<file path="src/rtl/uart_tx_ctrl.sv">
// UART transmit controller: frames P_DATA as start, LSB-first data, optional
// parity and stop, one bit per CLK, with strobes to an external parity calculator.
module uart_tx_ctrl #(
  parameter int DATA_W = 8
) (
  input  logic              CLK,
  input  logic              RST,
  input  logic [DATA_W-1:0] P_DATA,
  input  logic              DATA_VLD,
  input  logic              PAR_EN,
  input  logic              PAR_BIT,
  output logic              PAR_LOAD,
  output logic              PAR_FLAG,
  output logic              TX_OUT,
  output logic              BUSY
);
  localparam int CNT_W = $clog2(DATA_W);
  localparam logic [CNT_W-1:0] CNT_LAST = CNT_W'(DATA_W - 1);

  typedef enum logic [2:0] {IDLE, START, DATA, PARITY, STOP} state_t;

  state_t            state, state_nxt;
  logic [DATA_W-1:0] shreg;
  logic [CNT_W-1:0]  cnt;
  logic              par_en_q;
  logic              tx_nxt, busy_nxt;

  // RST gates the load strobe so nothing is loaded while held in reset
  assign PAR_LOAD = DATA_VLD & (state == IDLE) & RST;
  assign PAR_FLAG = (state == START);

  always_comb begin
    state_nxt = state;
    tx_nxt    = 1'b1;
    busy_nxt  = 1'b1;
    case (state)
      IDLE:    if (DATA_VLD) state_nxt = START;
      START:   state_nxt = DATA;
      DATA:    if (cnt == CNT_LAST) state_nxt = par_en_q ? PARITY : STOP;
      PARITY:  state_nxt = STOP;
      STOP:    state_nxt = IDLE;
      default: state_nxt = IDLE;
    endcase
    // Line is decoded from the next state; shreg[0] is the bit on the line now
    case (state_nxt)
      IDLE:    busy_nxt = 1'b0;
      START:   tx_nxt   = 1'b0;
      DATA:    tx_nxt   = (state == DATA) ? shreg[1] : shreg[0];
      PARITY:  tx_nxt   = PAR_BIT;
      default: tx_nxt   = 1'b1;
    endcase
  end

  always_ff @(posedge CLK or negedge RST) begin
    if (!RST) begin
      state    <= IDLE;
      shreg    <= '0;
      cnt      <= '0;
      par_en_q <= 1'b0;
      TX_OUT   <= 1'b1;
      BUSY     <= 1'b0;
    end else begin
      state  <= state_nxt;
      TX_OUT <= tx_nxt;
      BUSY   <= busy_nxt;
      case (state)
        IDLE: if (DATA_VLD) begin
          shreg    <= P_DATA;
          par_en_q <= PAR_EN;
          cnt      <= '0;
        end
        START: cnt <= '0;
        DATA: begin
          shreg <= shreg >> 1;
          cnt   <= (cnt == CNT_LAST) ? '0 : cnt + 1'b1;
        end
        default: ;
      endcase
    end
  end
endmodule

</file>
<file path="config.mk">
export PLATFORM = sky130hd
export DESIGN_NAME = uart_tx_ctrl
export DESIGN_NICKNAME = d
export VERILOG_FILES = /design/src/rtl/uart_tx_ctrl.sv
export SDC_FILE = /design/constraint.sdc
export NUM_CORES = 1
export LEC_CHECK = 0
export BUFFER_PORTS_ARGS = -buffer_cell sky130_fd_sc_hd__buf_2
export CORE_AREA = 2 2 65 54
export DETAILED_ROUTE_END_ITERATION = 8
export DIE_AREA = 0 0 67 56
export MAX_ROUTING_LAYER = met4
export SLEW_MARGIN = 0
export SYNTH_ARGS = -nofsm -noshare
export SYNTH_HDL_FRONTEND = slang
export SYNTH_SLANG_ARGS = --single-unit
export TNS_END_PERCENT = 1
</file>
<file path="constraint.sdc">
create_clock -name CLK -period 1.6 [get_ports CLK]
set_input_delay 0.32 -clock CLK [delete_from_list [all_inputs] [get_ports CLK]]
set_output_delay 0.32 -clock CLK [all_outputs]
set_load 0.01 [all_outputs]
</file>
# Yosys cells after proc, flatten, opt, wreduce, memory -nomap -nowiden
# Index checks and enable logic that the tools add are counted.
# totals
reg_bits,17
in_bits,13
wordCells,36
# classes
add_sub_neg,1
eq_ne,8
muxes,12
bitwise,2
n_reduce_logical,7
# op_table
cell,count
case mux 8 bit (2 select lines),1
2-to-1 mux 3 bit,5
"== test 3 x 2 -> 1 bit, second input constant",4
case mux 3 bit (4 select lines),1
case mux 3 bit (3 select lines),1
2-to-1 mux 8 bit,1
"== test 3 x 1 -> 1 bit, second input constant",2
logical NOT 3 bit,2
AND reduction 2 bit,3
"adder 3 x 1 -> 3 bit, second input constant",1
"== test 3 bit, second input constant",1
case mux 1 bit (3 select lines),1
nonzero test 3 bit,1
bitwise AND 1 bit,2
2-to-1 mux 1 bit,2
"!= test 2 bit, second input constant",1
nonzero test 2 bit,1

# Longest topological paths before layout
# logic_depth
depth_word,5
ltp_mapped,6

# Worst setup path before layout
# Ideal clock, no wire load.
# synth_path
path_type,register -> register
from,register cnt[0]
to,register BUSY
setup_ps,131
arrival_time_ps,1452
required_ps,1469
setup_slack_ps,17
stages_incl_launch_ff,7
synth_period_minus_slack_ps,1583
cell_sequence,dfrtp_1 > ha_1 > ha_1 > nor2b_1 > o21ai_0 > inv_1 > or3_1
# synth_via
elab_chain_cells,5
# synth_lines
item,line,text
from (decl),24,logic [CNT_W-1:0] cnt;
from (signal assigned),75,cnt <= (cnt == CNT_LAST) ? '0 : cnt + 1'b1;
== test 3 bit,39,DATA: if (cnt == CNT_LAST) state_nxt = par_en_q ? PARITY : STOP;
2-to-1 mux 3 bit,39,
case mux 3 bit (4 select lines),36,case (state)
named net state_nxt[2],22,"state_t state, state_nxt;"
logical NOT 3 bit,45,case (state_nxt)
2-to-1 mux 1 bit,45,
named net busy_nxt,26,"logic tx_nxt, busy_nxt;"
to (signal assigned),65,BUSY <= busy_nxt;
to (decl),15,output logic BUSY
# The timed path passes the listed nets, and every way through them passes these cells.
# A chain may end at the register's enable or synchronous reset.

# Final worst setup path
# layout_path
from,register cnt[1]
to,register BUSY
# The elaborated chain is that of the path after synthesis.

==> flow_summary.json <==
{
  "setup_viol": 0,
  "die_y_um": 56,
  "die_area_sq_mm": 0.003752,
  "critPathArrivalTime_ns": 1.70,
  "synth_ff_type": "dfrtp_1",
  "grt_pass1_vias": 640,
  "cts_made_buffers": 3,
  "place_hpwl_um": 1257,
  "tritoncts": "built",
  "antenna_found_initial": 0,
  "hold_viol_final": 0,
  "io_pins": 17,
  "synthTopCellsByCount": "dfrtp_1 (16), nand2_1 (13), mux2i_1 (7), o21ai_1 (7), o21ai_0 (5)",
  "critPathTopFamily": "simple AND/OR/NAND/NOR gates",
  "netlist_area_sq_um": 897.1,
  "insertion_delay_ns": 0.25,
  "yosys-top-cells-area": "dfrtp_1 (45%), mux2i_1 (7.8%), nand2_1 (5.4%)",
  "slowest_stage": "dfrtp_1",
  "fin_crit_sh": 0.9810,
  "fin_area_sq_mm": 0.001140,
  "fin_nets": 130,
  "min_period_ns": 1.570,
  "ys_seq_area_frac": 0.4756,
  "hold_class": "input pin to asynchronous set/reset pin",
  "worstPathMaxFanout": 2,
  "ys_seq_elements": 17,
  "io_buffers": 16,
  "grt_setup_unrepaired": "true",
  "gr-usage-all-layers": 0.1020,
  "drive_above_1_share": 0.3628,
  "crit_buf_inv": 2,
  "post_drt_wl_per_cell_um": 11.39,
  "setup_tns_ns": 0,
  "crit_path_max_incr_delay_ns": 0.38,
  "p_leak_uw": 0.0005323,
  "drtPass1Iterations": 4,
  "syn_to_final_growth_pct": 27.06,
  "clk_pin_slew_ns": 0.06,
  "finClkSkew_ns": 0.001431,
  "worst_ep_required_time_ns": 1.73,
  "ir_drop_v": 0.0004049,
  "cts_hold_buf": 0,
  "crit_type": "register to register",
  "grt-ovfl-total": 0,
  "yosysMostFrequentCell": "dfrtp_1",
  "grt_pass1_wl_um": 2773,
  "core_sq_mm": 0.003063,
  "status": "complete, no violations",
  "fp.dieW_um": 67,
  "path_cells": "ha_2, ha_4, buf_6, nand3_2, a211o_1, inv_2, or3_1",
  "gp_congestion": 0.8850,
  "drt_iter0_markers": 36,
  "synth_cell_type_count": 27,
  "placed_area_sq_mm": 0.001044,
  "power_density_mw_per_mm2": 1733,
  "synth_fp_nets": 103,
  "worstSetupEndpointType": "register",
  "synthArstFlopShare": 1.000,
  "fmax_mhz": 637.1,
  "vias": 683,
  "synth_largest_area_cell": "dfrtp_1",
  "startpoint_type": "register",
  "h-tree-depth": 1,
  "cts_buffer_depth": 2,
  "relSlewSlack": 0.8467,
  "routed_wl_um": 1743,
  "syn_inst": 87,
  "postSynthAreaPerCell_sq_um": 10.31,
  "ant_nets": 0,
  "grt_max_degree": 18,
  "tightest_slew_ns": 0.2289,
  "rows": 18,
  "drv_cap": 0,
  "finalMaxSlewViolations": 0,
  "yosys_warnings": 0,
  "vias_per_cell": 4.464,
  "netlist.area_leader.share": 0.4463,
  "root_buffer": "clkbuf_8",
  "initial_utilization": 0.2929,
  "cts_sinks": 17,
  "synth_edf_count": 0,
  "n_antenna_cell": 0,
  "drt_drc_violations_left": 0
}
[where the power goes]
group          total, uW  switching (uW)  internal (uW)
Sequential           757             130            627
Clock                320             143            177
Combinational        899             451            448
[per-stage QoR]
stage	setup WS (ns)	cells	total power (uW)	hold WS [ns]	util
after floorplan	0.01658	87	1388	0.02441	-
after global placement	-0.02816	146	1576	0.2887	0.3407
after detailed placement	-0.08003	146	1597	0.2922	0.3407
after CTS	0.008852	151	1942	0.01886	0.3587
after global routing	-0.04285	153	2144	0.02718	0.3721
final	0.03034	153	1976	0.01758	0.3721
[layout make-up]
type | count | area, sq um
tap | 40 | 50.05
sequential | 17 | 426.7
inverter | 3 | 11.26
clock buffer | 4 | 45.04
fill | 331 | 1923
multi-input combinational | 62 | 440.4
timing repair buffer | 27 | 166.4
[registers in the layout, summed over array words and instances, names as in the netlist]
name	flops
shreg	8
cnt	3
state	3
BUSY	1
par_en_q	1
TX_OUT	1
[path summary, 6_finish.rpt]
path | from | to | slack, ns | cells after the start
max in group asynchronous | RST | TX_OUT | 1.33 | 2
min in group CLK | PAR_EN | par_en_q | 0.31 | 2
worst max-delay path | cnt[1] | BUSY | 0.03 | 7
worst max register to register | cnt[1] | BUSY | 0.03 | 7
worst min register to register | shreg[6] | shreg[5] | 0.49 | 2
worst min-delay path | RST | shreg[2] | 0.02 | 2
[worst register-to-register path, cell delays in order (launching register included)]
cell and delay [ns]:
dfrtp_1 0.38, ha_2 0.21, ha_4 0.16, buf_6 0.11, nand3_2 0.06, a211o_1 0.15
inv_2 0.04, or3_1 0.33
[repair_timing]
item,4_1_cts,5_1_grt
pin swaps,1,5
buffers inserted,1,2
endpoints found under the setup margin,2,4
gates resized for setup,2,6
[layer usage]
layer | part of all wire | vias to the layer above | track usage
li1 | - | 345 | -
met2 | 0.51 | 13 | 0.1570
met4 | 0.022 | 0 | 0.06122
met3 | 0.029 | 4 | 0.01822
met1 | 0.44 | 321 | 0.1227
met5 | 0 | - | -
[cell usage in the layout (no fill, tap or decap), types with 2 or more instances in the layout]
cell type  instances
dfrtp_1           16
nor2_1             4
nor2b_1            4
inv_1              2
buf_2             16
clkbuf_8           3
buf_4             10
or3_1              2
mux2i_1            7
a21oi_1            2
o21ai_0            4
nand2_1           13
o21ai_1            8
nand2b_1           3
[logic make-up after synthesis]
kind of cell    count (synthesis)  share of synthesized area
mux                             8                    0.09066
buf+inv                         8                    0.06136
flops                          17                     0.4756
fa+ha+maj                       3                    0.04185
simple gates                   32                     0.2092
compound gates                 19                     0.1213
No activity file was read; power rests on OpenSTA's default activity.
